==> config.mk <==
export PLATFORM = sky130hd
export DESIGN_NAME = alu_bist
export DESIGN_NICKNAME = d
export VERILOG_FILES = /design/src/rtl/alu_bist.sv
export SDC_FILE = /design/constraint.sdc
export NUM_CORES = 1
export LEC_CHECK = 0
export CORE_UTILIZATION = 40
export DETAILED_ROUTE_END_ITERATION = 12
export PLACE_DENSITY = 0.61
export SYNTH_ARGS = -nofsm -noshare
export SYNTH_HDL_FRONTEND = slang
export SYNTH_SLANG_ARGS = --single-unit
export TNS_END_PERCENT = 20
==> constraint.sdc <==
create_clock -name clk -period 4.5 [get_ports clk]
set_input_delay 0.9 -clock clk [delete_from_list [all_inputs] [get_ports clk]]
set_output_delay 0.9 -clock clk [all_outputs]
set_load 0.01 [all_outputs]
==> src/rtl/alu_bist.sv <==
// Built-in self-test controller for a 4-bit registered ALU: sweeps every op/a/b vector
// and counts mismatches. Define ALU_BIST_FAILLOG_EN to capture the first failing vector.
module alu_bist #(
  parameter int ALU_LAT = 1
) (
  input  logic        clk,
  input  logic        rst,
  input  logic        start,
  output logic [1:0]  alu_op,
  output logic [3:0]  alu_a,
  output logic [3:0]  alu_b,
  input  logic [3:0]  alu_y,
  input  logic        alu_carry,
  output logic        busy,
  output logic        done,
  output logic        pass,
  output logic [10:0] err_count,
  output logic [1:0]  fail_op,
  output logic [3:0]  fail_a,
  output logic [3:0]  fail_b
);

  typedef enum logic [1:0] {
    S_IDLE  = 2'd0,
    S_RUN   = 2'd1,
    S_DRAIN = 2'd2,
    S_DONE  = 2'd3
  } state_e;

  // One in-flight vector: the index {op,a,b} and whether it was really issued.
  typedef struct packed {
    logic       valid;
    logic [9:0] vec;
  } cmp_t;

  state_e      state_q, state_d;
  logic [9:0]  vec_q, vec_d;
  logic [1:0]  drain_q, drain_d;
  logic [10:0] err_q, err_d;
  logic        pass_q, pass_d;
  cmp_t        pipe_q [ALU_LAT];
  cmp_t        pipe_d [ALU_LAT];
  cmp_t        pipe_out;
  logic [4:0]  exp_res;
  logic        mismatch;
  logic        start_ok;

  function automatic logic [4:0] expected_result(input logic [9:0] v);
    logic [3:0] a;
    logic [3:0] b;
    a = v[7:4];
    b = v[3:0];
    case (v[9:8])
      2'b00:   expected_result = {1'b0, a} + {1'b0, b};
      2'b01:   expected_result = {1'b0, a} - {1'b0, b};
      2'b10:   expected_result = {1'b0, a & b};
      default: expected_result = {1'b0, a | b};
    endcase
  endfunction

  assign start_ok = start && ((state_q == S_IDLE) || (state_q == S_DONE));
  assign pipe_out = pipe_q[ALU_LAT-1];
  assign exp_res  = expected_result(pipe_out.vec);
  assign mismatch = pipe_out.valid && ({alu_carry, alu_y} != exp_res);

  // NOTE: every signal written here gets a default first, so no path leaves one unassigned (no latch).
  always_comb begin
    state_d = state_q;
    vec_d   = vec_q;
    drain_d = drain_q;
    err_d   = err_q;
    pass_d  = pass_q;

    if (mismatch) begin
      err_d = err_q + 11'd1;
    end

    case (state_q)
      S_IDLE, S_DONE: begin
        if (start_ok) begin
          state_d = S_RUN;
          vec_d   = '0;
          err_d   = '0;
          pass_d  = 1'b0;
        end
      end
      S_RUN: begin
        if (vec_q == 10'h3FF) begin
          state_d = S_DRAIN;
          vec_d   = '0;
          drain_d = '0;
        end else begin
          vec_d = vec_q + 10'd1;
        end
      end
      S_DRAIN: begin
        // The last vector's compare lands on the same edge that enters DONE.
        if (drain_q == 2'(ALU_LAT - 1)) begin
          state_d = S_DONE;
          drain_d = '0;
          pass_d  = (err_d == 11'd0);
        end else begin
          drain_d = drain_q + 2'd1;
        end
      end
      default: state_d = S_IDLE;
    endcase
  end

  always_comb begin
    pipe_d[0] = '{valid: (state_q == S_RUN), vec: vec_q};
    for (int k = 1; k < ALU_LAT; k++) begin
      pipe_d[k] = pipe_q[k-1];
    end
  end

  // NOTE: sequential state is updated with non-blocking assignments only.
  always_ff @(posedge clk or negedge rst) begin
    if (!rst) begin
      state_q <= S_IDLE;
      vec_q   <= '0;
      drain_q <= '0;
      err_q   <= '0;
      pass_q  <= 1'b0;
    end else begin
      state_q <= state_d;
      vec_q   <= vec_d;
      drain_q <= drain_d;
      err_q   <= err_d;
      pass_q  <= pass_d;
    end
  end

  // NOTE: the compare pipeline is reset so a stale valid entry can never count against a new run.
  always_ff @(posedge clk or negedge rst) begin
    if (!rst) begin
      for (int k = 0; k < ALU_LAT; k++) begin
        pipe_q[k] <= '0;
      end
    end else begin
      for (int k = 0; k < ALU_LAT; k++) begin
        pipe_q[k] <= pipe_d[k];
      end
    end
  end

  assign alu_op    = vec_q[9:8];
  assign alu_a     = vec_q[7:4];
  assign alu_b     = vec_q[3:0];
  assign busy      = (state_q == S_RUN) || (state_q == S_DRAIN);
  assign done      = (state_q == S_DONE);
  assign pass      = pass_q;
  assign err_count = err_q;

`ifdef ALU_BIST_FAILLOG_EN
  logic [9:0] fail_q, fail_d;

  // err_q==0 marks the first mismatch of the run; later ones leave the log alone.
  always_comb begin
    fail_d = fail_q;
    if (start_ok) begin
      fail_d = '0;
    end else if (mismatch && (err_q == 11'd0)) begin
      fail_d = pipe_out.vec;
    end
  end

  always_ff @(posedge clk or negedge rst) begin
    if (!rst) begin
      fail_q <= '0;
    end else begin
      fail_q <= fail_d;
    end
  end

  assign fail_op = fail_q[9:8];
  assign fail_a  = fail_q[7:4];
  assign fail_b  = fail_q[3:0];
`else
  assign fail_op = '0;
  assign fail_a  = '0;
  assign fail_b  = '0;
`endif

endmodule

==> results of run 1 <==
## cells in the mapped netlist (2+ instances only)
cell | instances | share of area (%)
a21o_1 | 2 | 0.62
a21oi_1 | 8 | 1.6
a32o_1 | 2 | 0.82
and2_1 | 2 | 0.52
and3_1 | 3 | 0.77
buf_4 | 21 | 6.5
buf_6 | 2 | 0.93
clkbuf_1 | 2 | 0.31
dfrtp_1 | 37 | 38
ha_1 | 15 | 7.7
inv_1 | 14 | 2.2
maj3_1 | 2 | 0.82
mux2i_1 | 3 | 1.2
nand2_1 | 21 | 3.2
nand2b_1 | 4 | 1.0
nand3_1 | 8 | 1.6
nor2_1 | 19 | 2.9
nor2b_1 | 8 | 2.1
nor3_1 | 11 | 2.3
nor3b_1 | 5 | 1.5
o21ai_0 | 18 | 3.7
o31ai_1 | 4 | 1.2
or2_2 | 2 | 0.52
or3_1 | 3 | 0.77
xnor2_1 | 9 | 3.2
xor2_1 | 8 | 2.9
## cell type report
type | instances | share of cell area (%)
Tap cell | 75 | 3.36
Timing Repair Buffer | 31 | 10.9
Inverter | 14 | 1.88
Multi-Input combinational cell | 189 | 46.4
Sequential cell | 37 | 33.2
Clock inverter | 1 | 1.08
Clock buffer | 7 | 3.10
## worst min-delay path by stage
stage	from	slack [ns]	end
3_3_place_gp	vec_q[2]	0.46	pipe_out[2]
5_1_grt	vec_q[9]	0.49	pipe_out[9]
4_1_cts	vec_q[9]	0.47	pipe_out[9]
2_1_floorplan	vec_q[1]	0.41	pipe_out[1]
3_5_place_dp	vec_q[9]	0.45	pipe_out[9]
6_report	vec_q[9]	0.47	pipe_out[9]
## routing by layer
metal  vias up  track usage [%]  part of all wire, %
li1        898                -                    -
met1       854             22.1                   48
met2        31             26.0                   48
met3         4             2.86                  3.3
met4         0             5.54                 0.94
met5         -                0                    0
## sequential cells by signal, indices dropped and copies added (netlist names)
| name | cells |
|---|---|
| drain_q | 2 |
| err_count | 11 |
| pipe_out | 11 |
| vec_q | 10 |
| state_q | 2 |
| pass | 1 |
## power by group through the flow
stage | clock network (mW) | logic (mW) | registers, mW
floorplan | 0 | 0.546 | 0.433
global placement | 0 | 0.694 | 0.443
detailed placement | 0 | 0.705 | 0.443
CTS | 0.304 | 0.708 | 0.437
global route | 0.323 | 0.790 | 0.444
finish | 0.294 | 0.699 | 0.436
## cells by family after synthesis
| kind of cell | count (synthesis) |
|---|---|
| AO/OA/AOI/OAI | 48 |
| XOR/XNOR | 19 |
| adder cells (fa/ha/maj) | 18 |
| buffers and inverters | 39 |
| flip-flops | 37 |
| multiplexers | 3 |
| other | 1 |
| AND/OR/NAND/NOR | 91 |
## worst register-to-register path, cell delays in order (launching register included)
cell,delay [ns]
dfrtp_1,0.51
nor2b_1,0.30
mux2i_1,0.36
fa_1,0.49
xor2_1,0.17
nor3_1,0.13
nand2_1,0.07
a22o_1,0.28
o31ai_2,0.66
o21ai_0,0.20
a221o_1,0.36
o41ai_2,0.19
## cells in the final DEF (no fill, tap or decap), types with 2 or more instances in the layout
| master | n |
|---|---|
| a21o_1 | 2 |
| a21oi_1 | 8 |
| a32o_1 | 2 |
| and2_1 | 2 |
| and3_1 | 3 |
| clkbuf_8 | 6 |
| clkdlybuf4s50_1 | 30 |
| conb_1 | 10 |
| dfrtp_1 | 37 |
| ha_1 | 15 |
| inv_1 | 14 |
| maj3_1 | 2 |
| mux2i_1 | 3 |
| nand2_1 | 21 |
| nand2b_1 | 4 |
| nand3_1 | 8 |
| nor2_1 | 19 |
| nor2b_1 | 8 |
| nor3_1 | 11 |
| nor3b_1 | 5 |
| o21ai_0 | 18 |
| o31ai_1 | 4 |
| or2_2 | 2 |
| or3_1 | 3 |
| xnor2_1 | 9 |
| xor2_1 | 8 |
==> impl_metrics.env, run 1 <==
export IMPL_outcome="finished, final reports clean"
export IMPL_cpPeakStageDelay_ns=0.66
export IMPL_layout_setup_ws_ns=0.677
export IMPL_r2r_end="pass"
export IMPL_regArea_um2=926
export IMPL_internal_power_mw=0.858
export IMPL_seqPwrFrac_pct=30.5
export IMPL_holdWs_ns=0.466
export IMPL_synth_top_family_by_area="simple AND/OR/NAND/NOR gates"
export IMPL_cts_made_buffers=5
export IMPL_clock_sinks=37
export IMPL_synth_cell_types=49
export IMPL_drt_total_wl_um=4570
export IMPL_coreArea_mm2=0.00589
export IMPL_grt_pass1_wl_um=8090
export IMPL_grt_start_max_net_pins=38
export IMPL_r2r_start="pipe_out[8]"
export IMPL_synthFlopType="dfrtp_1"
export IMPL_ir_worst_vdd_uv=226
export IMPL_clkLatencyLatePin_ns=0.29
export IMPL_synth_simple_gate_area_share_pct=19.3
export IMPL_fin_tns_setup_ns=0
export IMPL_synth_area_per_cell_um2=9.48
export IMPL_area_growth_pct=14.9
export IMPL_drtIter0Drc=69
export IMPL_dr_pass1_iters=4
export IMPL_dp_worst_setup_slack_ns=0.697
export IMPL_nFillCells=556
export IMPL_maxSlewViolCount=0
export IMPL_p_comb_share_pct=48.9
export IMPL_die_h_um=79.9
export IMPL_crit_end="pass"
export IMPL_power_total_mw=1.43
export IMPL_nets=302
export IMPL_synthAdderAreaFrac_pct=9.38
export IMPL_drive_gt1_share_pct=6.09
export IMPL_grt_total_usage_pct=16.3
export IMPL_worstPathRequired_ns=4.69
export IMPL_ant_nets=0
export IMPL_seq_area_frac_synth_pct=38.1
export IMPL_min_path_type="reg -> reg"
export IMPL_hold_buffers=0
export IMPL_drv_cap=0
export IMPL_diodes=0
export IMPL_endpoint_kind="flip-flop"
export IMPL_design_area_mm2=0.00279
export IMPL_r2r_setup_slack_ns=0.68
export IMPL_crit_start="pipe_out[8]"
export IMPL_io_buffers=31
export IMPL_clockRootBuffer="clkbuf_8"
export IMPL_antenna_found_initial=0
export IMPL_row_count=28
export IMPL_fin_cells=354
export IMPL_placed_cells=346
export IMPL_finalSetupViolCount=0
export IMPL_powerDensity_mw_per_mm2=513
export IMPL_avgViaCountPerCell=5.05
export IMPL_start_util_pct=41.2
export IMPL_vias=1787
export IMPL_drc=0
export IMPL_clkPwrFrac_pct=20.6
export IMPL_period_needed_ns=3.82
export IMPL_cpMaxStageDelayCell="o31ai_2"
export IMPL_worst_slew_pin_slew_ns=0.823
export IMPL_die_x_um=79.9
export IMPL_dpl_cell_area_mm2=0.00267
export IMPL_synth_compound_area_share_pct=13.9
export IMPL_crit_arrival_ns=4.01
export IMPL_critPathLaunchType="flip-flop"
export IMPL_whs_path_depth=0
export IMPL_finish_utilization_pct=47.4
export IMPL_reg2reg_depth=11
export IMPL_multiInputGateArea_mm2=0.00129
export IMPL_dieArea_mm2=0.00638
export IMPL_path_depth=11
export IMPL_muxShareOfSynthArea_pct=1.24
export IMPL_post_route_period_util_pct=85.0
export IMPL_p_leak_nw=1.22
export IMPL_clockBufferDepth=2
export IMPL_clkTransAtPathRegs_ns=0.07
export IMPL_dp_hpwl_um=3410
export IMPL_skew_ns=0.00887
export IMPL_wl_per_cell_um=12.9
export IMPL_ys_ff_latch=37
export IMPL_async_flop_share_pct=100
export IMPL_overflow=0
export IMPL_gp_congestion=0.777
export IMPL_hold_viol_final=0
export IMPL_cts_tree="built"
export IMPL_critical_path_buf_inv_count=0
export IMPL_max_freq_mhz=262
export IMPL_synth_edf_count=0
export IMPL_critPathKind="reg -> reg"
export IMPL_synth_warning_count=0
export IMPL_post_cts_repair_setup_buffers=0
export IMPL_critical_path_top_delay_family="compound AO/OA/AOI/OAI gates"
export IMPL_cp_max_fo=11
export IMPL_p_sw_share_pct=40.0
export IMPL_synth_xor_area_share_pct=7.94
export IMPL_crit_chain="nor2b_1, mux2i_1, fa_1, xor2_1, nor3_1, nand2_1, a22o_1, o31ai_2, o21ai_0, a221o_1, o41ai_2"
export IMPL_grt_pass1_vias=1778
export IMPL_p_sw_mw=0.572
export IMPL_max_slew_margin_pct=45.1
export IMPL_cts_resized_gates=0
export IMPL_synth_area_mm2=0.00243
export IMPL_io_pins=42
export IMPL_htree_num_levels=2
export IMPL_rsz0062_at_grt="no"
export IMPL_syn_inst=256
(Power assumes the default switching activity.)
==> run 2: changes to the inputs <==
Clock period 4.5 ns to 3.8 ns, I/O delays scaled along.
==> impl_metrics.env, run 2 (synthesis results as in run 1) <==
export IMPL_fin_cells=358
export IMPL_diodes=0
export IMPL_grt_start_max_net_pins=38
export IMPL_die_x_um=79.9
export IMPL_clockBufferDepth=2
export IMPL_crit_arrival_ns=3.66
export IMPL_endpoint_kind="flip-flop"
export IMPL_dieArea_mm2=0.00638
export IMPL_worst_slew_pin_slew_ns=0.810
export IMPL_cp_max_fo=7
export IMPL_critPathKind="reg -> reg"
export IMPL_clkLatencyLatePin_ns=0.28
export IMPL_clkTransAtPathRegs_ns=0.08
export IMPL_die_h_um=79.9
export IMPL_post_cts_repair_setup_buffers=0
export IMPL_htree_num_levels=2
export IMPL_maxSlewViolCount=0
export IMPL_clock_sinks=37
export IMPL_antenna_found_initial=0
export IMPL_p_leak_nw=1.22
export IMPL_overflow=0
export IMPL_clockRootBuffer="clkbuf_8"
export IMPL_io_pins=42
export IMPL_post_route_period_util_pct=91.5
export IMPL_power_total_mw=1.60
export IMPL_grt_pass1_vias=1689
export IMPL_r2r_setup_slack_ns=0.32
export IMPL_avgViaCountPerCell=5.01
export IMPL_worstPathRequired_ns=3.98
export IMPL_wl_per_cell_um=12.4
export IMPL_max_freq_mhz=288
export IMPL_nets=306
export IMPL_dr_pass1_iters=4
export IMPL_gp_congestion=0.796
export IMPL_r2r_start="pipe_out[1]"
export IMPL_cts_made_buffers=5
export IMPL_placed_cells=350
export IMPL_fin_tns_setup_ns=0
export IMPL_ant_nets=0
export IMPL_finalSetupViolCount=0
export IMPL_cts_tree="built"
export IMPL_finish_utilization_pct=47.3
export IMPL_start_util_pct=41.2
export IMPL_final_cell_mix="dfrtp_1, clkdlybuf4s50_1, nand2_1"
export IMPL_busiest_layer="met2"
export IMPL_io_buffers=31
export IMPL_whs_path_depth=0
export IMPL_drc=0
export IMPL_grtUsageMet1_pct=19.4
export IMPL_period_needed_ns=3.48
export IMPL_drive_gt1_share_pct=7.42
export IMPL_drt_total_wl_um=4440
export IMPL_row_count=28
export IMPL_layout_commonest_cell="dfrtp_1"
export IMPL_critPathLaunchType="flip-flop"
export IMPL_use_met3_pct=2.40
export IMPL_max_slew_margin_pct=46.0
export IMPL_holdCritStartpoint="vec_q[1]"
export IMPL_grt_pass1_wl_um=7530
export IMPL_r2r_end="pass"
export IMPL_cts_resized_gates=0
export IMPL_vias=1792
export IMPL_powerDensity_mw_per_mm2=575
export IMPL_ir_worst_vdd_uv=226
export IMPL_hold_buffers=0
export IMPL_skew_ns=0.00772
export IMPL_reg2reg_depth=12
export IMPL_grt_total_usage_pct=15.1
export IMPL_drv_cap=0
export IMPL_rsz0062_at_grt="no"
export IMPL_area_growth_pct=14.7
export IMPL_hold_viol_final=0
export IMPL_grt_util_met2_pct=25.6
export IMPL_min_path_type="reg -> reg"
export IMPL_outcome="finished, final reports clean"
export IMPL_min_to="pipe_out[1]"
export IMPL_coreArea_mm2=0.00589
export IMPL_drtIter0Drc=52
export IMPL_dp_hpwl_um=3380
run 2: worst max-delay path by stage:
stage / cells past startpoint / endpoint / startpoint / slack, ns
5_1_grt: 13 / pass / pipe_out[1] / 0.11
3_3_place_gp: 12 / pass / pipe_out[0] / 0.39
2_1_floorplan: 13 / pass / pipe_out[9] / 0.52
4_1_cts: 12 / pass / pipe_out[1] / 0.31
6_report: 12 / pass / pipe_out[1] / 0.32
3_5_place_dp: 12 / pass / pipe_out[1] / 0.31
run 2: metrics by stage:
stage	hold slack (ns)	area, um^2	worst slack (ns)
6_report	0.477	2790	0.323
5_1_grt	0.492	2790	0.110
4_1_cts	0.487	2790	0.307
3_5_place_dp	0.462	2700	0.309
3_3_place_gp	0.448	2700	0.387
2_1_floorplan	0.410	2460	0.517
run 2: area by class of cell:
cell class / count / area (um^2)
Fill cell: 567 / 3100
Inverter: 14 / 52.6
Timing Repair Buffer: 35 / 335
Sequential cell: 37 / 926
Clock inverter: 2 / 10.0
Multi-Input combinational cell: 189 / 1290
Clock buffer: 6 / 72.6
Tap cell: 75 / 93.8
run 2: layer usage:
layer  wire, um  part of all wire [%]
met1       2160                    49
met2       2160                    49
met3         86                   1.9
met4         35                  0.79
met5          0                     0
run 2: report_power, final:
part | switching, mW | internal [mW] | total, mW
sequential | 0.0726 | 0.445 | 0.518
clock | 0.132 | 0.127 | 0.259
combinational | 0.460 | 0.365 | 0.825
total | 0.664 | 0.937 | 1.60
run 2: worst max-delay path, cell delays in order (launching register included):
cell and delay, ns:
dfrtp_1 0.44, inv_1 0.07, ha_1 0.27, mux2i_1 0.24, ha_1 0.28, nor2b_1 0.14
or4_4 0.41, nand4_2 0.15, xor2_4 0.20, o31ai_2 0.13, or4_1 0.55, a221o_1 0.32
o41ai_2 0.19
==> run 3: changes to the inputs <==
Settings changed: SLEW_MARGIN set to 20.
==> results of run 3 <==
Final layout, timing and power as in run 2 (identical DEF).
